--- src/rtl/smvm_pkg.sv ---
// Shared types and constants for the SpMV result path.
package smvm_pkg;

  localparam int HALF_W   = 14;
  localparam int RESULT_W = 28;

  typedef enum logic [1:0] {
    S_IDLE,
    S_COLLECT,
    S_DRAIN,
    S_DONE
  } state_t;

  // Pure concatenation: the core already produced a 28-bit two's complement value.
  function automatic logic [RESULT_W-1:0] join_halves(input logic [HALF_W-1:0] hi,
                                                      input logic [HALF_W-1:0] lo);
    return {hi, lo};
  endfunction

endpackage

--- src/rtl/smvm_result_collector_if.sv ---
// Core half-word stream in, tagged result valid/ready stream out.
interface smvm_result_collector_if #(parameter int ROW_W = 7);

  logic                           in_valid;
  logic [smvm_pkg::HALF_W-1:0]    in_data;
  logic                           out_valid;
  logic                           out_ready;
  logic [smvm_pkg::RESULT_W-1:0]  out_data;
  logic [ROW_W-1:0]               out_row;

  // master: the collector; slave: core driver plus host consumer
  modport master (
    input  in_valid, in_data, out_ready,
    output out_valid, out_data, out_row
  );

  modport slave (
    output in_valid, in_data, out_ready,
    input  out_valid, out_data, out_row
  );

endinterface

--- src/rtl/smvm_sync_fifo.sv ---
// Synchronous FIFO with register-array storage; head visible the cycle after push.
// Full push is dropped unless a pop happens in the same cycle.
module smvm_sync_fifo #(
  parameter int WIDTH = 35,
  parameter int DEPTH = 8
) (
  input  logic             clk,
  input  logic             rst,
  input  logic             flush,
  input  logic             push,
  input  logic [WIDTH-1:0] push_dat,
  input  logic             pop,
  output logic [WIDTH-1:0] head_dat,
  output logic             full,
  output logic             empty,
  output logic             last
);

  localparam int AW = $clog2(DEPTH);
  localparam logic [AW:0] PTR_ONE = {{AW{1'b0}}, 1'b1};

  logic [AW:0]      wr_ptr;
  logic [AW:0]      rd_ptr;
  logic [WIDTH-1:0] mem [DEPTH];
  logic             do_push;
  logic             do_pop;

  assign empty    = (wr_ptr == rd_ptr);
  assign full     = (wr_ptr[AW] != rd_ptr[AW]) && (wr_ptr[AW-1:0] == rd_ptr[AW-1:0]);
  assign last     = ((wr_ptr - rd_ptr) == PTR_ONE);
  assign do_pop   = pop && !empty;
  assign do_push  = push && (!full || do_pop);
  assign head_dat = mem[rd_ptr[AW-1:0]];

  always_ff @(posedge clk or posedge rst) begin
    if (rst) begin
      wr_ptr <= '0;
      rd_ptr <= '0;
      for (int i = 0; i < DEPTH; i++) begin
        mem[i] <= '0;
      end
    end else if (flush) begin
      wr_ptr <= '0;
      rd_ptr <= '0;
    end else begin
      if (do_push) begin
        mem[wr_ptr[AW-1:0]] <= push_dat;
        wr_ptr              <= wr_ptr + PTR_ONE;
      end
      if (do_pop) begin
        rd_ptr <= rd_ptr + PTR_ONE;
      end
    end
  end

endmodule

--- src/rtl/smvm_result_collector.sv ---
// Reassembles hi/lo half-words into tagged 28-bit row results, buffers them, and
// streams them out on valid/ready; done once every configured row has been delivered.
module smvm_result_collector
  import smvm_pkg::*;
#(
  parameter int DEPTH = 8,
  parameter int ROW_W = 7
) (
  input  logic                  clk,
  input  logic                  rst,
  input  logic                  cfg_load,
  input  logic [ROW_W:0]        cfg_rows,
  smvm_result_collector_if.master bus,
  output logic                  done,
  output logic                  err
);

  localparam int          ENTRY_W = ROW_W + RESULT_W;
  localparam logic [ROW_W:0] ROW_ONE = {{ROW_W{1'b0}}, 1'b1};

  state_t             state;
  logic               phase;
  logic [HALF_W-1:0]  hi_q;
  logic [ROW_W:0]     row_cnt;
  logic [ROW_W:0]     rows_q;
  logic [ROW_W:0]     row_nxt;

  logic               fifo_full;
  logic               fifo_empty;
  logic               fifo_last;
  logic               push;
  logic               pop;
  logic [ENTRY_W-1:0] push_dat;
  logic [ENTRY_W-1:0] head_dat;

  assign row_nxt  = row_cnt + ROW_ONE;
  assign pop      = bus.out_valid && bus.out_ready;
  assign push     = (state == S_COLLECT) && bus.in_valid && phase && !cfg_load;
  assign push_dat = {row_cnt[ROW_W-1:0], join_halves(hi_q, bus.in_data)};

  assign bus.out_valid               = !fifo_empty;
  assign {bus.out_row, bus.out_data} = head_dat;

  smvm_sync_fifo #(
    .WIDTH (ENTRY_W),
    .DEPTH (DEPTH)
  ) u_fifo (
    .clk      (clk),
    .rst      (rst),
    .flush    (cfg_load),
    .push     (push),
    .push_dat (push_dat),
    .pop      (pop),
    .head_dat (head_dat),
    .full     (fifo_full),
    .empty    (fifo_empty),
    .last     (fifo_last)
  );

  always_ff @(posedge clk or posedge rst) begin
    if (rst) begin
      state   <= S_IDLE;
      phase   <= 1'b0;
      hi_q    <= '0;
      row_cnt <= '0;
      rows_q  <= '0;
      done    <= 1'b0;
      err     <= 1'b0;
    end else if (cfg_load) begin
      rows_q  <= cfg_rows;
      phase   <= 1'b0;
      row_cnt <= '0;
      err     <= 1'b0;
      if (cfg_rows == '0) begin
        state <= S_DONE;
        done  <= 1'b1;
      end else begin
        state <= S_COLLECT;
        done  <= 1'b0;
      end
    end else begin
      case (state)
        S_IDLE: begin
        end
        S_COLLECT: begin
          if (bus.in_valid) begin
            if (!phase) begin
              hi_q  <= bus.in_data;
              phase <= 1'b1;
            end else begin
              phase   <= 1'b0;
              row_cnt <= row_nxt;
              // Dropped result still counts, so the job can finish.
              if (fifo_full && !pop) begin
                err <= 1'b1;
              end
              if (row_nxt == rows_q) begin
                state <= S_DRAIN;
              end
            end
          end
        end
        S_DRAIN: begin
          if (bus.in_valid) begin
            err <= 1'b1;
          end
          if (fifo_empty || (fifo_last && pop)) begin
            state <= S_DONE;
            done  <= 1'b1;
          end
        end
        S_DONE: begin
          if (bus.in_valid) begin
            err <= 1'b1;
          end
        end
        default: state <= S_IDLE;
      endcase
    end
  end

endmodule

--- src/flat_wrapper.sv ---
// flat-port wrapper written by rule: the top's interface ports become plain ports
module smvm_result_collector_flat import smvm_pkg::*;
#(
  parameter int DEPTH = 8,
  parameter int ROW_W = 7
)
  (clk, rst, cfg_load, cfg_rows, done, err, bus_in_valid, bus_in_data, bus_out_ready, bus_out_valid, bus_out_data, bus_out_row);
  smvm_result_collector_if #(.ROW_W(ROW_W)) bus_i ();
  input  logic clk;
  input  logic rst;
  input  logic cfg_load;
  input  logic [ROW_W:0] cfg_rows;
  output logic done;
  output logic err;
  input wire logic [$bits(bus_i.in_valid)-1:0] bus_in_valid;
  input wire logic [$bits(bus_i.in_data)-1:0] bus_in_data;
  input wire logic [$bits(bus_i.out_ready)-1:0] bus_out_ready;
  output wire logic [$bits(bus_i.out_valid)-1:0] bus_out_valid;
  output wire logic [$bits(bus_i.out_data)-1:0] bus_out_data;
  output wire logic [$bits(bus_i.out_row)-1:0] bus_out_row;
  assign bus_i.in_valid = bus_in_valid;
  assign bus_i.in_data = bus_in_data;
  assign bus_i.out_ready = bus_out_ready;
  assign bus_out_valid = bus_i.out_valid;
  assign bus_out_data = bus_i.out_data;
  assign bus_out_row = bus_i.out_row;
  smvm_result_collector #(.DEPTH(DEPTH), .ROW_W(ROW_W)) u_core (.clk(clk), .rst(rst), .cfg_load(cfg_load), .cfg_rows(cfg_rows), .bus(bus_i), .done(done), .err(err));
endmodule
--- config.mk ---
export PLATFORM = sky130hd
export DESIGN_NAME = smvm_result_collector_flat
export DESIGN_NICKNAME = d
export VERILOG_FILES = /design/src/rtl/smvm_pkg.sv /design/src/rtl/smvm_result_collector_if.sv /design/src/rtl/smvm_sync_fifo.sv /design/src/rtl/smvm_result_collector.sv /design/src/flat_wrapper.sv
export SDC_FILE = /design/constraint.sdc
export NUM_CORES = 1
export LEC_CHECK = 0
export CAP_MARGIN = 20
export CORE_MARGIN = 10
export CORE_UTILIZATION = 55
export CTS_CLUSTER_DIAMETER = 120
export DETAILED_ROUTE_END_ITERATION = 10
export HOLD_SLACK_MARGIN = 0.03
export PLACE_DENSITY = 0.72
export SLEW_MARGIN = 20
export SYNTH_ARGS = -nofsm -noshare
export SYNTH_HDL_FRONTEND = slang
export SYNTH_SLANG_ARGS = --single-unit
--- constraint.sdc ---
create_clock -name clk -period 28.7 [get_ports clk]
set_input_delay 2.87 -clock clk [delete_from_list [all_inputs] [get_ports clk]]
set_output_delay 2.87 -clock clk [all_outputs]
set_load 0.1 [all_outputs]
Yosys cells after proc, flatten, opt, wreduce, memory -nomap -nowiden. Cells that the tools add are included.

Add/subtract/negate cells: 4. Order comparisons: 3. Eq/ne operators: 14. Muxes and demuxes: 35. Bitwise operators: 4. Reduce and logical (&&, ||, !) cells: 34.

Operators by type and width (count): bitwise mux 280 bit (1); binary-select mux 35 bit (select 3 bit) (1); demux 35 bit (select 3 bit) (1); two-way mux 35 bit (3); two-way mux 8 bit (4); two-way mux 4 bit (4); nonzero test 2 bit (7); two-way mux 1 bit (13); two-way mux 2 bit (6); logical AND 1 bit (10); AND reduction 5 bit (2); inequality test 3 bit, second input constant (3); adder 4 x 1 -> 4 bit, second input constant (2); adder 8 x 1 -> 8 bit, second input constant (1); == test 8 bit (1); >= comparator 4 bit, second input constant (2); zero test 8 bit (1); NOT 3 -> 4 bit (2); inequality test 3 x 2 -> 1 bit, second input constant (2); AND reduction 2 bit (3); nonzero test 3 bit (2); == test 2 bit, second input constant (2); == test 4 x 1 -> 1 bit, second input constant (1); == test 4 bit (1); other kinds (14) (19).

Register bits after elaboration: 323. Output and inout port bits: 38.

Longest topological paths before layout.
Word-level depth: 10. Depth in mapped cells: 12. Mapped depth without buffers: 8.

Modules after synthesis. From an unflattened synthesis, not the netlist that was laid out.

Cells, all modules: 1011. Area total of the unflattened synthesis: 15242.1 µm².

Modules (own cells, without submodules): smvm_sync_fifo (instances 1, cells an instance 867, area an instance 13569.3 µm², sequential area each 7206.9 µm²); smvm_result_collector (instances 1, cells an instance 144, area an instance 1672.9 µm², sequential area each 875.8 µm²).

Worst setup path before layout. Ideal clock, no wire load.

Kind: reg2out. From: register u_core.u_fifo.rd_ptr[0]. To: output port bus_out_data[25]. Arrival: 2.368 ns. Required time: 25.830 ns. Setup slack: 23.462 ns. Stages on the path, launching flop included: 6. Path through: dfrtp_1 clkbuf_1 buf_1 mux4_2 nand2_1 nand2_1.

Word-level cells in the longest chain between the ends: 4.

RTL lines: start, declared (RTL line smvm_sync_fifo.sv:23) `logic [AW:0] rd_ptr;`; start signal, assigned (RTL line smvm_sync_fifo.sv:51) `rd_ptr <= rd_ptr + PTR_ONE;`; NOT 3 -> 4 bit (not written as such) (RTL line smvm_sync_fifo.sv:33) `assign head_dat = mem[rd_ptr[AW-1:0]];`; binary-select mux 35 bit (select 3 bit) (RTL line smvm_sync_fifo.sv:33); two-way mux 35 bit (not written as such) (2 in a row) (RTL line smvm_sync_fifo.sv:33); end, declared (RTL line flat_wrapper.sv:19) `output wire logic [$bits(bus_i.out_data)-1:0] bus_out_data;`.

No other way between the ends. The select of a mux whose other input is x is not followed.

Final worst setup path.
From: register u_core.u_fifo.rd_ptr[2]. To: output port bus_out_valid.

Word-level cells in the longest chain between the ends: 2.

RTL lines: == test 4 bit (RTL line smvm_sync_fifo.sv:28) `assign empty = (wr_ptr == rd_ptr);`; zero test 1 bit (RTL line smvm_result_collector.sv:41) `assign bus.out_valid = !fifo_empty;`; end, declared (RTL line flat_wrapper.sv:18) `output wire logic [$bits(bus_i.out_valid)-1:0] bus_out_valid;`.

No other way between the ends.

==> impl_metrics.csv <==
group,metric,value,unit
die,io_pins,65,
route,dr.pass1.iters,4,
die,core-area,0.0261,mm^2
finish,area_growth,14.2,%
clocking,clockBufferDepth,3,
place,gp_congestion,0.712,
clocking,clk_latency,510,ps
sta,relSlewSlack,0.325,
worst_hold_path,hp-start,"u_core.u_fifo.mem[85]",
clocking,hold_buffers,0,
finish,drive_gt1_frac,0.415,
critical_path,cp-startpoint,"u_core.u_fifo.rd_ptr[2]",
sta,skew,17.7,ps
finish,final_area,0.0168,mm^2
grt,grt_util_met2,0.313,
route,drcViolationCount,0,
clocking,cts.clk_slew.worst_paths,60,ps
flow_run,maxCapViolCount,0,
route,wl,31000,um
route,antenna_left,0,
logic_synthesis,yosysSeqAreaShare,0.551,
place,dpl.cell_count,1347,
critical_path,reg2reg_from,"u_core.u_fifo.rd_ptr[2]",
critical_path,arrival,4170,ps
grt,grt.busiest_layer,"met2",
grt,met1_usage,0.253,
logic_synthesis,ys_seq_elements,323,
grt,grt.overflow.total,0,
sta,finalSetupTns,0,ps
clocking,cts_sinks,323,
critical_path,required,25830,ps
sta,finalSetupViolCount,0,
logic_synthesis,yosysWarnings,0,
sta,hold_viol,0,
clocking,cts_made_buffers,35,
grt,use_met3,0.0334,
die,die_y,183,um
place,hpwl,17900,um
critical_path,end_kind,"output pin",
worst_hold_path,hold_path.class,"reg2reg",
die,initial_core_util,0.561,
grt,antenna_found_initial,0,
route,vias,8359,
route,wire_per_inst,22.0,um
logic_synthesis,syn_area_per_cell,14.7,um^2
critical_path,start_kind,"flip-flop",
route,vias_per_cell,5.93,
power_and_ir_drop,pwr_density_cell,79.6,mW/mm^2
sta,setup_ws,21660,ps
logic_synthesis,synth.distinct_cells,46,
critical_path,crit_chain,"inv_2, ha_1, nand3_1, nand2b_1, clkdlybuf4s50_1",
place,place_area,0.0156,mm^2
clocking,htreeDepth,2,
logic_synthesis,netlist_instances,1001,
die,rows,59,
sta,min_period,7040,ps
logic_synthesis,syn_area,0.0147,mm^2
critical_path,crit_slowest_cell,"clkdlybuf4s50_1",
clocking,post-cts-setup-buffer-count,0,
grt,grt_pass1_vias,8969,
sta,fin_crit_sh,0.245,
finish,nNetsFinal,1083,
route,drtIter0Drc,476,
grt,track_usage,0.188,
status,status,"completed",
power_and_ir_drop,p_leak,7.91,nW
grt,grt_pass1_wl,50300,um
sta,tightest_slew,1010,ps
critical_path,cp.buffers_inverters,2,
critical_path,slowest_delay,1140,ps
place,dp_slack,22160,ps
critical_path,cpLargestDelayFamily,"buffers and inverters",
sta,timing.final.max_slew_violations,0,
die,dieArea,0.0336,mm^2
logic_synthesis,syn_nets,1035,
finish,fin_util,0.641,
sta,fmax,0.142,GHz
finish,diodes,0,
critical_path,crit_fanout,37,
critical_path,critical_path_class,"reg2out",
place,portBuffers,64,
power_and_ir_drop,vdd_drop_max,0.0801,mV
finish,fillerInstances,1948,
clocking,cts-root-buf,"clkbuf_16",
clocking,cts_tree,"built",
die,die_w,183,um
finish,finalNonFillerCells,1410,
sta,rsz0062_at_grt,"no",
clocking,cts_repair_resize_count,0,
grt,grt_max_degree,141,
==> registers in the layout, summed over array words and instances, names as in the netlist <==
name                  cells
u_core.state              2
u_core.phase              1
u_core.u_fifo.wr_ptr      4
u_core.rows_q             8
u_core.hi_q              14
u_core.row_cnt            8
u_core.u_fifo.mem       280
u_core.done               1
u_core.u_fifo.rd_ptr      4
u_core.err                1
==> layer usage <==
metal | wire length, um | share of wire
met1 | 14000 | 0.45
met2 | 15200 | 0.49
met3 | 1330 | 0.043
met4 | 464 | 0.015
met5 | 0 | 0
==> synthesized netlist by cell type (all sizes together) <==
cell	count	share of area
or3	3	0.0013
a221oi	1	0.00060
mux2	302	0.23
a31oi	1	0.00043
nor2	21	0.0059
o311ai	1	0.00060
o2111ai	1	0.00060
nand4	2	0.00085
mux4	70	0.11
a211o	2	0.0012
and2	1	0.00043
a21o	1	0.00051
and4b	1	0.00068
a21oi	8	0.0027
buf	29	0.011
nor3b	3	0.0023
clkbuf	38	0.0097
o31a	1	0.00060
nor2b	2	0.00085
nand3b	4	0.0020
fa	1	0.0014
inv	8	0.0020
o31ai	1	0.0014
mux2i	1	0.00068
ha	6	0.0051
a2bb2oi	1	0.00060
nand2b	2	0.00085
nand3	8	0.0027
xnor2	14	0.0084
o21ai	4	0.0014
nor3	5	0.0025
a31o	1	0.00060
nand2	117	0.030
dfrtp	323	0.55
nor4	2	0.00085
or2	1	0.00043
nand4b	4	0.0024
xor2	10	0.0060
==> per-stage QoR <==
step	total power, mW	hold WS, ps
final	1.33	485
after global routing	1.38	506
after CTS	1.35	487
after detailed placement	0.885	473
after global placement	0.881	463
after floorplan	0.797	453
==> where the power goes <==
part	internal, mW	switching (mW)
sequential	0.490	0.0354
clock	0.283	0.177
combinational	0.111	0.236
==> logic make-up after synthesis <==
logic type	count (synthesis)	share of synthesized area
mux	373	0.340
flops	323	0.551
simple gates	176	0.0540
buf+inv	75	0.0229
xor+xnor	24	0.0143
compound gates	23	0.0113
fa+ha+maj	7	0.00648
==> final timing paths <==
check	to	slack, ps	depth (start not counted)
worst max-delay path	bus_out_valid	21660	5
min in group asynchronous	u_core.u_fifo.mem[143]	3000	2
max in group asynchronous	u_core.u_fifo.mem[269]	24110	3
worst min register to register	u_core.u_fifo.mem[85]	480	1
worst min-delay path	u_core.u_fifo.mem[85]	480	1
worst max register to register	u_core.u_fifo.mem[97]	23860	8
==> placed cells by master, fill, tap and decap left out, types with 2 or more instances in the layout <==
cell               n
o21ai_0            4
nand2_1          116
bufinv_16          3
nor3b_1            2
clkinv_2           6
nor3_1             4
clkbuf_8           8
buf_4             14
ha_1               6
clkbuf_16         37
nand4b_1           4
nand3b_1           4
a21oi_1            8
mux4_2            70
mux2_1            10
dfrtp_4            2
nor4_1             2
or3_1              3
nor2_1            20
nor2b_1            2
clkdlybuf4s50_1   64
a211o_1            2
nand3_2            2
xor2_1            10
nand4_1            2
mux2_2           292
clkbuf_1           8
xnor2_1           14
dfrtp_1          320
nand3_1            6
inv_1              6
==> area by class of cell <==
cell class                 instances  area, um^2  share of cell area
clock buffer                      53        1070              0.0636
timing repair buffer              78         746              0.0445
inverter                           8        37.5             0.00224
clock inverter                    10         128             0.00762
multi-input combinational        603        6260               0.374
sequential                       323        8090               0.483
tap                              335         419              0.0250
Power figures use the tool's default switching activity.
